$ cat src/rtl/ps2_host_tx.sv
// PS/2 host-to-device transmitter: inhibit, start, 8 data LSB first, odd parity, stop, then device ack.
// One byte per frame; tx_valid is taken only while tx_ready, nothing is queued while busy.
module ps2_host_tx #(
  parameter int CLK_HZ     = 13000000,
  parameter int INHIBIT_US = 110,
  parameter int TIMEOUT_US = 15000
) (
  input  logic       clk_sys,
  input  logic       reset_n,
  input  logic [7:0] tx_data,
  input  logic       tx_valid,
  output logic       tx_ready,
  output logic       tx_busy,
  output logic       tx_done,
  output logic       tx_error,
  input  logic       ps2_clk_i,
  input  logic       ps2_data_i,
  output logic       ps2_clk_oe,
  output logic       ps2_data_oe
);

  localparam int INH_CYC = CLK_HZ / 1000000 * INHIBIT_US;
  localparam int TO_CYC  = CLK_HZ / 1000000 * TIMEOUT_US;
  localparam int CW      = $clog2(TO_CYC);

  localparam logic [CW-1:0] INH_PRE  = CW'(INH_CYC - 2);
  localparam logic [CW-1:0] INH_LAST = CW'(INH_CYC - 1);
  localparam logic [CW-1:0] TO_LAST  = CW'(TO_CYC - 1);

  typedef enum logic [2:0] {
    ST_IDLE,
    ST_INHIBIT,
    ST_RELEASE,
    ST_DATA,
    ST_ACK,
    ST_WAIT_IDLE
  } state_t;

  state_t        state, state_nxt;
  logic [CW-1:0] cnt, cnt_nxt;
  logic [3:0]    idx, idx_nxt;
  logic [9:0]    frame, frame_nxt;
  logic          ack_ok, ack_nxt;
  logic          clk_oe_nxt, data_oe_nxt, done_nxt, err_nxt;
  logic          clk_s1, clk_s2, clk_d, data_s1, data_s2;
  logic          fall;

  assign fall     = clk_d & ~clk_s2;
  assign tx_ready = (state == ST_IDLE);
  assign tx_busy  = ~tx_ready;

  always_ff @(posedge clk_sys or negedge reset_n) begin
    if (!reset_n) begin
      clk_s1      <= 1'b1;
      clk_s2      <= 1'b1;
      clk_d       <= 1'b1;
      data_s1     <= 1'b1;
      data_s2     <= 1'b1;
      state       <= ST_IDLE;
      cnt         <= '0;
      idx         <= '0;
      frame       <= '0;
      ack_ok      <= 1'b0;
      ps2_clk_oe  <= 1'b0;
      ps2_data_oe <= 1'b0;
      tx_done     <= 1'b0;
      tx_error    <= 1'b0;
    end else begin
      clk_s1      <= ps2_clk_i;
      clk_s2      <= clk_s1;
      clk_d       <= clk_s2;
      data_s1     <= ps2_data_i;
      data_s2     <= data_s1;
      state       <= state_nxt;
      cnt         <= cnt_nxt;
      idx         <= idx_nxt;
      frame       <= frame_nxt;
      ack_ok      <= ack_nxt;
      ps2_clk_oe  <= clk_oe_nxt;
      ps2_data_oe <= data_oe_nxt;
      tx_done     <= done_nxt;
      tx_error    <= err_nxt;
    end
  end

  always_comb begin
    state_nxt   = state;
    cnt_nxt     = cnt;
    idx_nxt     = idx;
    frame_nxt   = frame;
    ack_nxt     = ack_ok;
    clk_oe_nxt  = ps2_clk_oe;
    data_oe_nxt = ps2_data_oe;
    done_nxt    = 1'b0;
    err_nxt     = 1'b0;

    case (state)
      ST_IDLE: begin
        if (tx_valid) begin
          frame_nxt   = {1'b1, ~^tx_data, tx_data};
          cnt_nxt     = '0;
          clk_oe_nxt  = 1'b1;
          data_oe_nxt = 1'b0;
          state_nxt   = ST_INHIBIT;
        end
      end
      ST_INHIBIT: begin
        cnt_nxt = cnt + CW'(1);
        // start bit is registered one cycle early so it overlaps the last inhibit cycle
        if (cnt == INH_PRE) data_oe_nxt = 1'b1;
        if (cnt == INH_LAST) begin
          clk_oe_nxt = 1'b0;
          cnt_nxt    = '0;
          state_nxt  = ST_RELEASE;
        end
      end
      ST_RELEASE: begin
        cnt_nxt   = cnt + CW'(1);
        idx_nxt   = '0;
        state_nxt = ST_DATA;
      end
      ST_DATA: begin
        cnt_nxt = cnt + CW'(1);
        if (fall) begin
          data_oe_nxt = ~frame[idx];
          idx_nxt     = idx + 4'd1;
          if (idx == 4'd9) state_nxt = ST_ACK;
        end
      end
      ST_ACK: begin
        cnt_nxt = cnt + CW'(1);
        if (fall) begin
          ack_nxt   = ~data_s2;
          state_nxt = ST_WAIT_IDLE;
        end
      end
      ST_WAIT_IDLE: begin
        cnt_nxt = cnt + CW'(1);
        if (clk_s2 && data_s2) begin
          done_nxt  = ack_ok;
          err_nxt   = ~ack_ok;
          state_nxt = ST_IDLE;
        end
      end
      default: state_nxt = ST_IDLE;
    endcase

    // a stalled device must not hold the bus forever
    if ((state != ST_IDLE) && (state != ST_INHIBIT) && (cnt == TO_LAST)) begin
      state_nxt   = ST_IDLE;
      clk_oe_nxt  = 1'b0;
      data_oe_nxt = 1'b0;
      done_nxt    = 1'b0;
      err_nxt     = 1'b1;
    end
  end

endmodule

$ cat config.mk
export PLATFORM = sky130hd
export DESIGN_NAME = ps2_host_tx
export DESIGN_NICKNAME = d
export VERILOG_FILES = /design/src/rtl/ps2_host_tx.sv
export SDC_FILE = /design/constraint.sdc
export NUM_CORES = 1
export LEC_CHECK = 0
export CAP_MARGIN = 20
export CORE_AREA = 2 2 78 80
export DETAILED_ROUTE_END_ITERATION = 10
export DIE_AREA = 0 0 80 82
export PLACE_DENSITY_LB_ADDON = 0.3
export SLEW_MARGIN = 10
export SYNTH_ARGS = -nofsm -noshare
export SYNTH_HDL_FRONTEND = slang
export SYNTH_SLANG_ARGS = --single-unit
export TNS_END_PERCENT = 1
$ cat constraint.sdc
create_clock -name clk_sys -period 2.9 [get_ports clk_sys]
set_input_delay 0.29 -clock clk_sys [delete_from_list [all_inputs] [get_ports clk_sys]]
set_output_delay 0.29 -clock clk_sys [all_outputs]
set_load 0.02 [all_outputs]
# ---- Word-level counts from Yosys, hierarchy flattened
# Cells that the tools add are included.
dict set report totals {
  output_inout_bits 6
  regBits 45
  input_bits 13
  word_cells 90
}
dict set report classes {
  eq_ne 19
  mux 30
  n_lt_le_gt_ge 1
  bitwise 6
  addsub 2
  reduce_logical 18
}
# cell n
set op_table {}
lappend op_table {{$pmux 18 s3} 1}
lappend op_table {{$eq 18x11->1 const B} 2}
lappend op_table {{$mux 18} 2}
lappend op_table {{$mux 3} 7}
lappend op_table {{$add 18x1->18 const B} 1}
lappend op_table {{$eq 18x18->1 const B} 1}
lappend op_table {{$ne 3x3->1 const B} 6}
lappend op_table {{$pmux 3 s6} 1}
lappend op_table {{$mux 1} 14}
lappend op_table {{$reduce_bool 3->1} 3}
lappend op_table {{$pmux 4 s2} 1}
lappend op_table {{$reduce_and 2->1} 4}
lappend op_table {{$reduce_xnor 8->1} 1}
lappend op_table {{$eq 3x2->1 const B} 2}
lappend op_table {{$eq 3x3->1 const B} 2}
lappend op_table {{$reduce_and 6->1} 1}
lappend op_table {{$lt 4x5->1 const B} 1}
lappend op_table {{$not 1->1} 5}
lappend op_table {{$add 4x1->4 const B} 1}
lappend op_table {{$bmux 1 s4} 1}
lappend op_table {{$eq 4x4->1 const B} 1}
lappend op_table {{$mux 4} 1}
lappend op_table {{$ne 2x2->1 const B} 2}
lappend op_table {{$reduce_and 4->1} 1}
lappend op_table {{other kinds (12)} 14}

# ---- Logic depth before layout (Yosys ltp)
dict set report logic_depth {
  ltp_word 6
  depth_mapped 9
  ltp_nobuf 7
}

# ---- Worst setup path after synthesis
# OpenSTA, ideal clock, no wires.
dict set report synth_timing {
  path_type {register to register}
  from {register state[1]}
  to {register frame[0]}
  n_path_buf 2
  period_less_slack_ps 2097
  arrival_time_ps 1972
  setup_time_ps 125
  required_time_ps 2775
  path_stages_with_launch 8
  path_slack_ps 803
  cell_sequence {dfrtp_1 > clkbuf_1 > inv_1 > nand3_1 > inv_1 > and2_1 > clkbuf_1 > mux2_2}
}
dict set report synth_via {
  elab_chain_len 2
}
# item line
set synth_lines {}
lappend synth_lines {{start, declared} 39} ;# state_t state, state_nxt;
lappend synth_lines {{start signal, assigned} 74} ;# state <= state_nxt;
lappend synth_lines {{$logic_not 3->1} n/a}
lappend synth_lines {{via tx_ready} 12} ;# output logic tx_ready,
lappend synth_lines {{$reduce_and 2->1 (no source line)} n/a}
lappend synth_lines {{end signal, assigned} 77} ;# frame <= frame_nxt;
lappend synth_lines {{end, declared} 42} ;# logic [9:0] frame, frame_nxt;
# The timed path passes the listed nets, and every way through them passes these cells.
# A chain may end at the register's enable or synchronous reset.

# ---- Worst setup path after layout
dict set report layout_timing {
  from {register state[1]}
  to {register cnt[4]}
}
dict set report layout_via {
  elab_chain_len 4
  elab_cells_between_ends 11
  classes_between {eq/ne: 6; mux: 1; reduce/logical: 4}
}
# item line
set layout_lines {}
lappend layout_lines {{$eq 3x3->1 / $eq 3x2->1 (equally long branches)} 97} ;# case (state)
lappend layout_lines {{$reduce_or 4->1 (no source line)} n/a}
lappend layout_lines {{$reduce_bool 3->1 (no source line)} n/a}
lappend layout_lines {{$reduce_and 2->1 (no source line)} n/a}
lappend layout_lines {{end signal, assigned} 75} ;# cnt <= cnt_nxt;
lappend layout_lines {{end, declared} 40} ;# logic [CW-1:0] cnt, cnt_nxt;
# Parallel ways exist; a longest one is shown, timed or not.

==> metrics.txt <==
Residual DRC=0; Comb pwr share=9.8%; Rows=28; area of the multi-input gates=1270 µm²; fillers=545; initial antenna violation count=0; H-tree depth=2; final WL=5330 µm; CTS root buffer=clkbuf_8; Area Overhead vs Synth=15.1%; maximum root-to-sink buffer count=2; die area=6560 µm²; Clk pwr share=36.1%; Worst-Margin Slew=0.619 ns; Top FF cell, synth=dfrtp_1; fmax=429 MHz; antenna cells=0; DP HPWL=3830 µm; Pins Over Slew Limit=0; Reg power frac=54.1%; final period utilization=80.3%; FF-to-FF Start=state[1]$_DFFE_PN0P_; ranking of synthesized cells by area=dfrtp_1 40%, dfstp_2 5.3%, mux2_2 4.5%; top-count cell post-synth=dfrtp_1; asr flop ratio synth=100%; register area=1130 µm²; internal power=0.000987 W; first-pass GRT wire length=9100 µm; syn_nets=270; Final Critical Period=2.33 ns; TritonRoute pass-1 iters=5; Post-synth EDFFs=0; GRT overflow=0; via count=1949; Setup Buffers After CTS=0; post_cts resized=0; Critical Path End Type=register; RSZ-0062 raised after global routing=false; Post-DRT Antenna Nets=0; Crit path arrival time=2.56 ns; Yosys top cell area share=40.3%; critical path class=register to register; routed length on met1=2610 µm; Die Height=82 µm; clock latency on the worst-skew pair=0.31 ns; R2R Path End=cnt[4]$_DFFE_PN0P_; Die Wd=80 µm; Worst-path clk slew=0.10 ns; worst reg-to-reg path cell count=6; critical-path maximum fanout=10; core footprint=5750 µm²; Synth area leader=dfrtp_1; GPL Wtd Cong=0.873; post-synth cell types=46; worst path required time=3.13 ns; Final nets=290; Final Hold Vio Count=0; wire length on met3=239 µm; switching share of total power=25.2%; port bufs=18; met2 WL=2400 µm; Ports=19; Via density=5.63; leading cell types by count after synthesis=40 x dfrtp_1, 23 x nand2_1, 19 x nor2_1; MaxCap Viol Count=0; largest net degree at the start of global routing=46; worst vdd ir=0.249 mV; mean cell area of the mapped netlist=9.94 µm²; Yosys reg bits=45; Ys Warns=0; setup ws final=0.571 ns; status=completed; r2r setup slk=0.57 ns; switching power=0.000332 W; Initial DRC Count=191; Initial Utilization=43.3%; clock buffer count from CTS=5; CTS Hold Bufs=0; Clock Sinks=45; worst hold path type=primary input to async pin; CTS tree=done; Design Power=0.00132 W; Total GRT Usage=18.0%; DR WL/cell=15.4 µm; Leak=1.25 nW; Fin Clk Skew=0.0183 ns; Pwr Density=461 nW/µm²; final setup TNS=0 ns; share of cells above drive strength 1=12.5%; Syn Inst Count=250; Worst setup SP type=register; Max Used Layer=met4; Rel. slew slack=58.6%; Setup violations, final=0; worst slack, placed=0.677 ns; Cell Area, Synth=2490 µm²; sequential share of the synthesized area=45.5%; vias in the first global route=1800; Layout Utilization=49.8%
## placed cells by master, fill, tap and decap left out, types with 3 or more instances in the layout
| cell | instances |
|---|---|
| o31ai_1 | 3 |
| mux2_2 | 10 |
| mux2i_1 | 4 |
| ha_1 | 7 |
| o311ai_0 | 5 |
| nor3_1 | 7 |
| nor4_1 | 4 |
| xnor2_1 | 7 |
| clkdlybuf4s50_1 | 17 |
| nand4_1 | 5 |
| inv_1 | 10 |
| a22o_1 | 8 |
| dfstp_2 | 5 |
| nand3_1 | 16 |
| clkbuf_8 | 5 |
| a21oi_1 | 5 |
| nor2_1 | 19 |
| a21o_1 | 4 |
| nor3b_1 | 3 |
| o21ai_0 | 16 |
| nand2_1 | 23 |
| and3_1 | 3 |
| dfrtp_1 | 40 |
| a31oi_1 | 4 |
| nor2b_1 | 4 |
| or2_2 | 3 |
## area by class of cell
cell class / instances / share of cell area [%]
multi-input combinational: 186 / 44.3
inverter: 10 / 1.31
clock inverter: 2 / 1.35
timing repair buffer: 22 / 7.69
tap: 75 / 3.28
clock buffer: 6 / 2.53
sequential: 45 / 39.6
## critical path, cell delays in order (launching register included)
cell and delay (ns):
dfrtp_1 0.51, inv_1 0.18, ha_1 0.35, and3b_1 0.20
a21o_1 0.24, nor2_1 0.50, a22o_1 0.27
## per-stage QoR
stage	cell area, µm²	std cells	hold slack [ns]
floorplan	2490	250	-0.00559
global placement	2720	336	0.345
detailed placement	2720	336	0.351
CTS	2830	344	0.169
global route	2860	346	0.371
finish	2860	346	0.361
## power by group through the flow
| stage | registers [W] | clock network (W) | logic [W] |
|---|---|---|---|
| after detailed placement | 0.000722 | 0 | 0.000123 |
| after floorplan | 0.000707 | 0 | 0.0000777 |
| after global placement | 0.000724 | 0 | 0.000119 |
| after CTS | 0.000711 | 0.000491 | 0.000126 |
| after global routing | 0.000719 | 0.000524 | 0.000144 |
| final | 0.000714 | 0.000476 | 0.000129 |
## per-layer routing
metal / global-route usage [%] / vias to the layer above
met5: 0 / -
li1: - / 962
met1: 26.4 / 932
met3: 3.30 / 6
met2: 26.8 / 49
met4: 6.10 / 0
## worst max-delay path by stage
stage,to,slack (ns),depth (start not counted),startpoint
6_report,cnt[4]$_DFFE_PN0P_,0.57,6,state[1]$_DFFE_PN0P_
5_1_grt,cnt[16]$_DFFE_PN0P_,0.34,7,state[2]$_DFFE_PN0P_
4_1_cts,cnt[4]$_DFFE_PN0P_,0.63,6,state[2]$_DFFE_PN0P_
3_5_place_dp,cnt[4]$_DFFE_PN0P_,0.68,5,tx_valid
3_3_place_gp,cnt[5]$_DFFE_PN0P_,0.72,5,tx_valid
2_1_floorplan,frame[0]$_DFFE_PN0P_,0.80,7,state[1]$_DFFE_PN0P_
## flip-flops by register name, indices dropped and copies added (netlist names)
name	count
cnt	18
frame	10
idx	4
state	3
ack_ok	1
clk_d	1
clk_s1	1
clk_s2	1
data_s1	1
data_s2	1
ps2_clk_oe	1
ps2_data_oe	1
tx_done	1
tx_error	1
## cell families (layout without fill, tap and decap cells)
logic type	Yosys count	count (layout)	share of synthesized area, %
fa+ha+maj	7	7	3.52
mux	16	16	8.25
xor+xnor	7	7	2.47
simple gates	102	102	21.6
flops	45	45	45.5
buf+inv	19	40	3.47
compound gates	54	54	15.1
Note: power is estimated with default switching activity, not from simulation.
==> edit: new RTL, same flow settings <==
Change the parameter `CLK_HZ` from 13000000 to 3250000.
--- a/src/rtl/ps2_host_tx.sv
+++ b/src/rtl/ps2_host_tx.sv
@@ -3,3 +3,3 @@
 module ps2_host_tx #(
-  parameter int CLK_HZ     = 13000000,
+  parameter int CLK_HZ     = 3250000,
   parameter int INHIBIT_US = 110,
Function: no difference found for any inputs over 10 cycles, from zero or initial values and one cycle with reset_n low; that may be too few to reach the edited logic, so the function may still have changed.
==> edit against the unedited design <==
Sequential cell count fell by 2; cell count fell by 1.4%; area after synthesis fell by 1.2%; critical endpoint is now ps2_clk_oe; cell area fell by 1.9%; via count fell by 3.6%; routed wire length fell by 9.0%; setup slack improved by 0.12 ns.
Power is not compared: it rests on default switching activity, and its combinational part moved more than twofold at a synthesized area within 25%.
==> edit: results (changes against the unedited design) <==
Status
  – Run status: complete, no violations (unchanged)

Timing
  – Worst Hold Margin: 0.118 ns (was 0.361 ns)
  – Clock skew: 0.0120 ns (was 0.0183 ns)
  – Worst-Margin Slew: 0.955 ns (was 0.619 ns)
  – Setup slack after layout: 0.692 ns (was 0.571 ns)

Place
  – Area after DPL: 2680 um^2 (was 2720 um^2)
  – Placed cell count: 333 (was 336)
  – Setup slack at placement: 0.743 ns (was 0.677 ns)

Global routing
  – Met3 usage: 0.0385 (was 0.0330)
  – GR Util met1: 0.231 (was 0.264)
  – GRT Overall Usage: 0.167 (was 0.180)
  – Number of global-route vias before repair: 1,803 (was 1,800)
  – First-pass GRT wire length: 8650 um (was 9100 um)

Final layout
  – Largest regs: cnt (16), frame (10), idx (4) (was cnt (18), frame (10), idx (4))
  – # fillers: 538 (was 545)
  – Inverters: 21 (was 10)
  – Buffering overhead: 0.0677 (was 0.0769)
  – Register area: 1080 um^2 (was 1130 um^2)
  – Comb_multi_in: 174 (was 186)
  – Multi-input gate area: 1230 um^2 (was 1270 um^2)
  – Finished Core Util: 0.489 (was 0.498)
  – Signal buffers: 20 (was 22)
  – Final Non-Filler Cells: 341 (was 346)
  – Layout clock area frac: 0.0472 (was 0.0389)

Detailed routing
  – DR WL met3: 175 um (was 239 um)
  – DR WL/cell: 14.2 um (was 15.4 um)
  – Pre-antenna DRT Iters: 4 (was 5)
  – Iter 0 DRT Violations: 132 (was 191)

Yosys
  – Top cells by area, synth: dfrtp_1 39%, dfstp_2 5.3%, mux2_2 4.6% (was dfrtp_1 40%, dfstp_2 5.3%, mux2_2 4.5%)
  – Top cells by count, synth: 38 x dfrtp_1, 23 x nand2_1, 21 x inv_1, 13 x a21oi_1 (was 40 x dfrtp_1, 23 x nand2_1, 19 x nor2_1, 16 x nand3_1, 16 x o21ai_0)
  – Post-synthesis sequential area ratio: 0.441 (was 0.455)
  – Syn nets: 268 (was 270)

Critical path
  – Cell count of the worst reg-to-reg path: 7 (was 6)
  – CP max FO: 12 (was 10)
edit: cell types whose count changed in the layout (fill, tap and decap cells not counted), sizes merged, moves of 3 or more:
cell,unedited run,this run
nor2,19,5
inv,10,21
or3,1,12
a21oi,5,13
nand3,16,10
o311ai,5,0
nor3,8,12
a22o,9,6
a31oi,4,1
nand4,5,2
nor3b,3,0
nor4,4,7
edit: logic make-up after synthesis:
group                      share of synthesized area
DFF                                            0.441
and+or+nand+nor                                0.221
muxes                                         0.0835
AOI/OAI and AO/OA                              0.136
xor gates and xnor gates                      0.0250
adders and majority gates                     0.0357
buffers and inverters                         0.0586
edit: worst max-delay path: stages, from the launching register on:
cell and delay [ns]:
dfrtp_1 0.58, inv_1 0.17, ha_1 0.29, nor2_1 0.12, nand2_1 0.10, nor4_4 0.47
o21ai_1 0.13, a22o_1 0.24
